File: src/rtl/cpu_pkg.sv
// Shared definitions for the CPU output path: transmitter state encoding and default frame sizing.
package cpu_pkg;

  typedef enum logic [1:0] {
    ST_IDLE  = 2'd0,
    ST_START = 2'd1,
    ST_DATA  = 2'd2,
    ST_STOP  = 2'd3
  } tx_state_e;

  localparam int unsigned DEFAULT_WIDTH        = 8;
  localparam int unsigned DEFAULT_CLKS_PER_BIT = 16;

  // Counter width for a modulus of n, never narrower than one bit.
  function automatic int unsigned cnt_width(input int unsigned n);
    return (n > 1) ? $clog2(n) : 1;
  endfunction

endpackage

File: src/rtl/tx_bit_timer.sv
// Bit-period timer: counts clock cycles within one serial bit and flags the last one.
module tx_bit_timer
  import cpu_pkg::*;
#(
  parameter int unsigned CLKS_PER_BIT = DEFAULT_CLKS_PER_BIT
) (
  input  logic clk,
  input  logic reset,
  input  logic clear,
  output logic bit_done
);

  localparam int unsigned     CNT_W = cnt_width(CLKS_PER_BIT);
  localparam logic [CNT_W-1:0] LAST = CNT_W'(CLKS_PER_BIT - 1);

  logic [CNT_W-1:0] r_cnt;

  always_ff @(posedge clk) begin
    if (reset || clear) begin
      r_cnt <= '0;
    end else if (r_cnt == LAST) begin
      r_cnt <= '0;
    end else begin
      r_cnt <= r_cnt + 1'b1;
    end
  end

  assign bit_done = (r_cnt == LAST);

endmodule

File: src/rtl/reg_serial_tx.sv
// Parallel-to-serial transmitter: start bit, WIDTH data bits LSB-first, stop bit.
module reg_serial_tx
  import cpu_pkg::*;
#(
  parameter int unsigned WIDTH        = DEFAULT_WIDTH,
  parameter int unsigned CLKS_PER_BIT = DEFAULT_CLKS_PER_BIT
) (
  input  logic             clk,
  input  logic             reset,
  input  logic             tx_valid,
  input  logic [WIDTH-1:0] tx_data,
  output logic             tx_ready,
  output logic             tx_serial,
  output logic             busy
);

  localparam int unsigned      IDX_W    = cnt_width(WIDTH);
  localparam logic [IDX_W-1:0] IDX_LAST = IDX_W'(WIDTH - 1);

  tx_state_e        r_state;
  logic [WIDTH-1:0] r_shift;
  logic [IDX_W-1:0] r_bit_idx;
  logic             r_tx_serial;
  logic             r_tx_ready;
  logic             r_busy;

  logic             w_accept;
  logic             w_bit_done;
  logic [WIDTH-1:0] w_shift_next;

  assign w_accept     = (r_state == ST_IDLE) && tx_valid;
  assign w_shift_next = r_shift >> 1;

  // Clearing on accept aligns the first timer period with the first start-bit cycle.
  tx_bit_timer #(
    .CLKS_PER_BIT(CLKS_PER_BIT)
  ) u_bit_timer (
    .clk      (clk),
    .reset    (reset),
    .clear    (w_accept),
    .bit_done (w_bit_done)
  );

  always_ff @(posedge clk) begin
    if (reset) begin
      r_state     <= ST_IDLE;
      r_shift     <= '0;
      r_bit_idx   <= '0;
      r_tx_serial <= 1'b1;
      r_tx_ready  <= 1'b1;
      r_busy      <= 1'b0;
    end else begin
      unique case (r_state)
        ST_IDLE: begin
          if (tx_valid) begin
            r_state     <= ST_START;
            r_shift     <= tx_data;
            r_bit_idx   <= '0;
            r_tx_serial <= 1'b0;
            r_tx_ready  <= 1'b0;
            r_busy      <= 1'b1;
          end
        end
        ST_START: begin
          if (w_bit_done) begin
            r_state     <= ST_DATA;
            r_tx_serial <= r_shift[0];
          end
        end
        ST_DATA: begin
          if (w_bit_done) begin
            if (r_bit_idx == IDX_LAST) begin
              r_state     <= ST_STOP;
              r_tx_serial <= 1'b1;
            end else begin
              // Output is registered, so present the next bit as it shifts in.
              r_shift     <= w_shift_next;
              r_bit_idx   <= r_bit_idx + 1'b1;
              r_tx_serial <= w_shift_next[0];
            end
          end
        end
        ST_STOP: begin
          if (w_bit_done) begin
            r_state    <= ST_IDLE;
            r_tx_ready <= 1'b1;
            r_busy     <= 1'b0;
          end
        end
        default: r_state <= ST_IDLE;
      endcase
    end
  end

  assign tx_serial = r_tx_serial;
  assign tx_ready  = r_tx_ready;
  assign busy      = r_busy;

endmodule
File: config.mk
export PLATFORM = sky130hd
export DESIGN_NAME = reg_serial_tx
export DESIGN_NICKNAME = d
export VERILOG_FILES = /design/src/rtl/cpu_pkg.sv /design/src/rtl/tx_bit_timer.sv /design/src/rtl/reg_serial_tx.sv
export SDC_FILE = /design/constraint.sdc
export NUM_CORES = 1
export LEC_CHECK = 0
export CORE_ASPECT_RATIO = 0.7
export CORE_MARGIN = 2
export CORE_UTILIZATION = 57
export CTS_BUF_LIST = sky130_fd_sc_hd__clkbuf_8
export DETAILED_ROUTE_END_ITERATION = 12
export GPL_TIMING_DRIVEN = 0
export PLACE_DENSITY = 0.91
export SYNTH_ARGS = -nofsm -noshare
export SYNTH_HDL_FRONTEND = slang
export SYNTH_SLANG_ARGS = --single-unit
File: constraint.sdc
create_clock -name clk -period 2.38 [get_ports clk]
set_input_delay 0.714 -clock clk [delete_from_list [all_inputs] [get_ports clk]]
set_output_delay 0.714 -clock clk [all_outputs]
set_load 0.01 [all_outputs]
* After elaboration in Yosys (flattened, before gate mapping)
Index checks and enable logic that the tools add are counted.
** Operators by class
- Add/sub/neg operators :: 2
- Multipliers :: 0
- Divide/modulo/power cells :: 0
- Order comparisons :: 0
- Eq/ne operators :: 11
- Shifts and indexed selects :: 0
- Muxes and demuxes :: 24
- Bitwise logic cells :: 0
- Reduce and logical (&&, ||, !) cells :: 11
** Operators by type and width (count)
- 8-bit two-way mux :: 3
- 8-bit case mux with 2 select lines :: 1
- 2-bit two-way mux :: 5
- 3-bit two-way mux :: 3
- 2-bit case mux with 4 select lines :: 1
- 4-bit AND reduction :: 2
- 1-bit two-way mux :: 7
- 2-bit by 1-bit != test with 1-bit output (second input constant) :: 3
- 2-bit != test (second input constant) :: 3
- 3-bit case mux with 2 select lines :: 1
- 5-bit AND reduction :: 1
- 4-bit by 1-bit adder with 4-bit output (second input constant) :: 1
- 2-bit equality test (second input constant) :: 2
- 4-bit equality test (second input constant) :: 1
- 1-bit case mux with 2 select lines :: 2
- 2-bit nonzero test :: 2
- 3-bit by 1-bit adder with 3-bit output (second input constant) :: 1
- 3-bit equality test (second input constant) :: 1
- 1-bit case mux with 3 select lines :: 1
- 3-bit AND reduction :: 1
- 3-bit nonzero test :: 1
- 2-bit by 1-bit equality test with 1-bit output (second input constant) :: 1
- 2-bit logical NOT :: 1
- 2-bit OR reduction :: 1
- other kinds (2) :: 2
** Storage, ports and cells
- Register bits :: 20
- Latch bits :: 0
- Bits in writable memories :: 0
- ROM bits :: 0
- Input port bits :: 11
- Memories kept :: 0

* Longest topological paths before layout
- Word-level depth :: 4
- Gate-level depth with buffers :: 6

* By module
Synthesis repeated with hierarchy kept, for this count alone.
** Unflattened totals
- Cell total of the unflattened synthesis :: 123
- Area, all modules :: 1103.6 sq um
** Modules (own cells, without submodules)
- reg_serial_tx :: times used 1, cells each 107, area each 945.9 sq um, seq. area each 320.3 sq um
- tx_bit_timer :: times used 1, cells each 16, area each 157.7 sq um, seq. area each 80.1 sq um

* Worst setup path before layout
OpenSTA, ideal clock, no wires.
- Kind :: flip-flop to flip-flop
- Start :: register r_state[0]
- End :: register r_shift[0]
- Setup time :: 0.121 ns
- Arrival time :: 1.723 ns
- Required time :: 2.259 ns
- Setup slack :: 0.535 ns
- Cell stages (with the launch flop) :: 6
- Buffers on the path :: 0
- Period minus slack after synthesis :: 1.845 ns
- Path through :: dfxtp_1 > inv_1 > ha_1 > and2_1 > a2111o_4 > mux2_4
** Between the ends
- Longest elaborated chain between the ends :: 3
** RTL lines
- start, declared :: RTL line reg_serial_tx.sv:20 : tx_state_e r_state;
- start signal, assigned :: RTL line reg_serial_tx.sv:46 : r_state <= ST_IDLE;
- start signal, assigned :: RTL line reg_serial_tx.sv:56 : r_state <= ST_START;
- start signal, assigned :: RTL line reg_serial_tx.sv:66 : r_state <= ST_DATA;
- 2-bit equality test / 2-bit logical NOT (equally long branches) :: RTL line reg_serial_tx.sv:53 : unique case (r_state)
- 2-bit != test (no line) (tied with other cells)
- 4-bit AND reduction (no line)
- end signal, assigned :: RTL line reg_serial_tx.sv:57 : r_shift <= tx_data;
- end signal, assigned :: RTL line reg_serial_tx.sv:77 : r_shift <= w_shift_next;
- end, declared :: RTL line reg_serial_tx.sv:21 : logic [WIDTH-1:0] r_shift;
Parallel ways exist; a longest one is shown, timed or not.
A chain may end at the register's enable or synchronous reset.

* Worst setup path after layout
- Start :: input port tx_valid
- End :: register r_shift[0]
** Between the ends
- Longest elaborated chain between the ends :: 2
** RTL lines
- start, declared :: RTL line reg_serial_tx.sv:10 : input logic tx_valid,
- 2-bit != test (no line)
- 4-bit AND reduction (no line)
No other way between the ends.

==> run metrics <==
status complete, no violations; combinational share of power 0.508; leak pwr 0.555 nW; Reg clk slew, reported paths 0.07 ns; HPWL after detailed placement 1770 um; fin crit period 2.02 ns; setup violators final 0; number of CTS-inserted buffers 3; Ports 14; Crit Path Class in2reg; RSZ-0062 raised after global routing false; Vias 878; number of antenna violations at the first check in global routing 0; Synth Area in Adders 0.0873; die area 0.00239 mm2; cts repair resizes 0; Post-DRT Antenna Nets 0; dominant synthesized flop cell dfxtp_1; overall routing resource usage 0.211; largest family of logic cells by synthesized area simple AND/OR/NAND/NOR gates; WP data arrival 2.16 ns; Layout Cells excl Fill 155; WP data required 2.52 ns; IO buf count 13; FP Rows 13; Avg Cell Area, Syn 9.80 um2; TritonCTS clock tree built; CP endpoint kind register; Clk Tree Root Cell clkbuf_8; ratio of cells with drive above 1 in the final layout 0.128; final wirelength 2310 um; vias in the first global route 865; Switching Share 0.359; Synth top cells by count dfxtp_1 (20), nor2_1 (16), mux2i_1 (9); die span in y 41.5 um; Netlist Area Pre-Place 0.00115 mm2; ranking of synthesized cells by area dfxtp_1 (35%), ha_1 (8.7%), mux2i_1 (7.9%); Hold Fails Final Rpt 0; area fraction in compound gates after synthesis 0.134; post-synthesis mux area share 0.177; largest net degree at the start of global routing 11; HP Class reg2reg; Synth cell types 33; Flop pwr share 0.344; Residual DRC 0; CTS Buffer Depth 2; first-pass GRT wire length 3830 um; CP Max Fanout 6; critical path startpoint category input pin; post-CTS setup buffer count 0; area grow syn2layout 17.4%; Cell Int Power 0.934 mW; initial core utilization 0.613; H-tree depth 1; fin. max-slew vios 0; most numerous cell in the Yosys netlist dfxtp_1; DRT Pass-1 Iters 4; worst vdd ir 753 uV; DRT iter0 DRCs 28; Die W 57.6 um; PD cells 1080 mW/mm2; Final Skew 0.00205 ns; CORE AREA 0.00187 mm2; # diodes 0; Post-CTS Hold Fix Bufs 0; Yosys top cell by area dfxtp_1; Syn. warnings 0; number of placed instances with taps included 152; wire per inst 14.9 um; TritonCTS Sinks 20; setup TNS 0 ns; ys async rst share 0; NetSw 0.523 mW; XOR/XNOR share of the synthesized area 0.0153; share of the synthesized area in the top cell type 0.349; Placer Congestion 0.805; Final period util 0.847; Synthesized Nets 136; EDFF count, synth 0; Final #Nets 154; Vias/cell 5.66; Synth Instances 117; Slew headroom 0.654; post-synthesis sequential area ratio 0.349; maxcap violations 0; global route overflow 0; synthesis-stage register bit count 20; Post-Synth Simple-Gate Area 0.203; Clock power frac 0.147; Max Clk Rate 496 MHz; Worst-Margin Slew 0.519 ns; Clk Latency, worst-skew pair 0.25 ns
==> worst max-delay path: stages <==
cell and delay, ns:
clkdlybuf4s50_1 0.46, nor2b_1 0.41, a2111o_4 0.27, mux2_4 0.31
==> layout make-up <==
class / count / area, um2
buffer: 4 / 16.3
clock buffer: 3 / 41.3
fill: 141 / 526
multi-input combinational: 87 / 707
inverter: 6 / 22.5
sequential: 20 / 400
tap: 22 / 27.5
timing repair buffer: 13 / 130
==> metrics by stage <==
| stage | area, um2 | setup WS [ns] | utilization | hold WS, ns | total power, mW |
|---|---|---|---|---|---|
| after CTS | 1350 | 0.394 | 0.719 | 0.452 | 1.46 |
| after global placement | 1300 | 0.143 | 0.697 | 0.432 | 1.21 |
| final | 1350 | 0.364 | 0.719 | 0.452 | 1.46 |
| after detailed placement | 1300 | 0.128 | 0.697 | 0.443 | 1.24 |
| after floorplan | 1150 | 0.535 | - | 0.418 | 1.07 |
| after global routing | 1350 | 0.310 | 0.719 | 0.489 | 1.55 |
==> metal layers <==
layer	global-route usage	wire (um)	up-vias
met2	0.339	1100	21
met1	0.275	1070	415
met3	0.0748	137	2
met4	0.0419	1	0
met5	0	0	-
li1	-	-	440
==> power by group through the flow <==
stage	Clock (mW)	Sequential, mW	Combinational [mW]
after CTS	0.224	0.501	0.735
final	0.215	0.502	0.740
after global routing	0.241	0.513	0.798
after detailed placement	0	0.507	0.731
after global placement	0	0.499	0.707
after floorplan	0	0.495	0.577
==> placed cells by master, fill, tap and decap left out <==
master           netlist  layout
dfxtp_1               20      20
nor2_1                16      16
clkdlybuf4s50_1        0      13
mux2i_1                9       9
nor2b_1                8       8
ha_1                   8       8
nand2b_1               7       7
inv_1                  6       6
mux2_4                 6       6
clkbuf_1               3       3
or3_1                  3       3
a21oi_1                3       3
clkbuf_8               0       3
o21bai_1               2       2
and2_1                 2       2
o21ai_0                2       2
nand3_1                2       2
mux2_2                 2       2
o32ai_1                2       2
o211a_1                1       1
a311oi_1               1       1
buf_2                  1       1
and3_1                 1       1
o211ai_1               1       1
nand2_1                1       1
nand3_2                1       1
xor2_1                 1       1
a2111oi_4              1       1
a2111o_4               1       1
nand4_1                1       1
or2_2                  1       1
o22ai_1                1       1
a221oi_2               1       1
xnor2_1                1       1
nor3_1                 1       1
==> cell families (layout without fill, tap and decap cells) <==
kind of cell / Yosys count / count (layout)
simple gates: 44 / 44
fa+ha+maj: 8 / 8
mux: 17 / 17
buf+inv: 10 / 26
compound gates: 16 / 16
flops: 20 / 20
xor+xnor: 2 / 2
==> final timing paths <==
check,start,end,slack (ns),cells past startpoint
hold / removal,u_bit_timer.r_cnt[0]$_SDFF_PP0_,u_bit_timer.r_cnt[0]$_SDFF_PP0_,0.45,1
setup reg to reg,r_state[0]$_SDFFE_PP0P_,r_shift[0]$_SDFFE_PP0P_,0.40,5
hold reg to reg,u_bit_timer.r_cnt[0]$_SDFF_PP0_,u_bit_timer.r_cnt[0]$_SDFF_PP0_,0.45,1
setup / recovery,tx_valid,r_shift[0]$_SDFFE_PP0P_,0.36,4
==> flip-flops by register name, indices dropped and copies added (netlist names) <==
register	cells
r_state	2
r_shift	8
busy	1
tx_ready	1
u_bit_timer.r_cnt	4
tx_serial	1
r_bit_idx	3
Power figures use the tool's default switching activity.
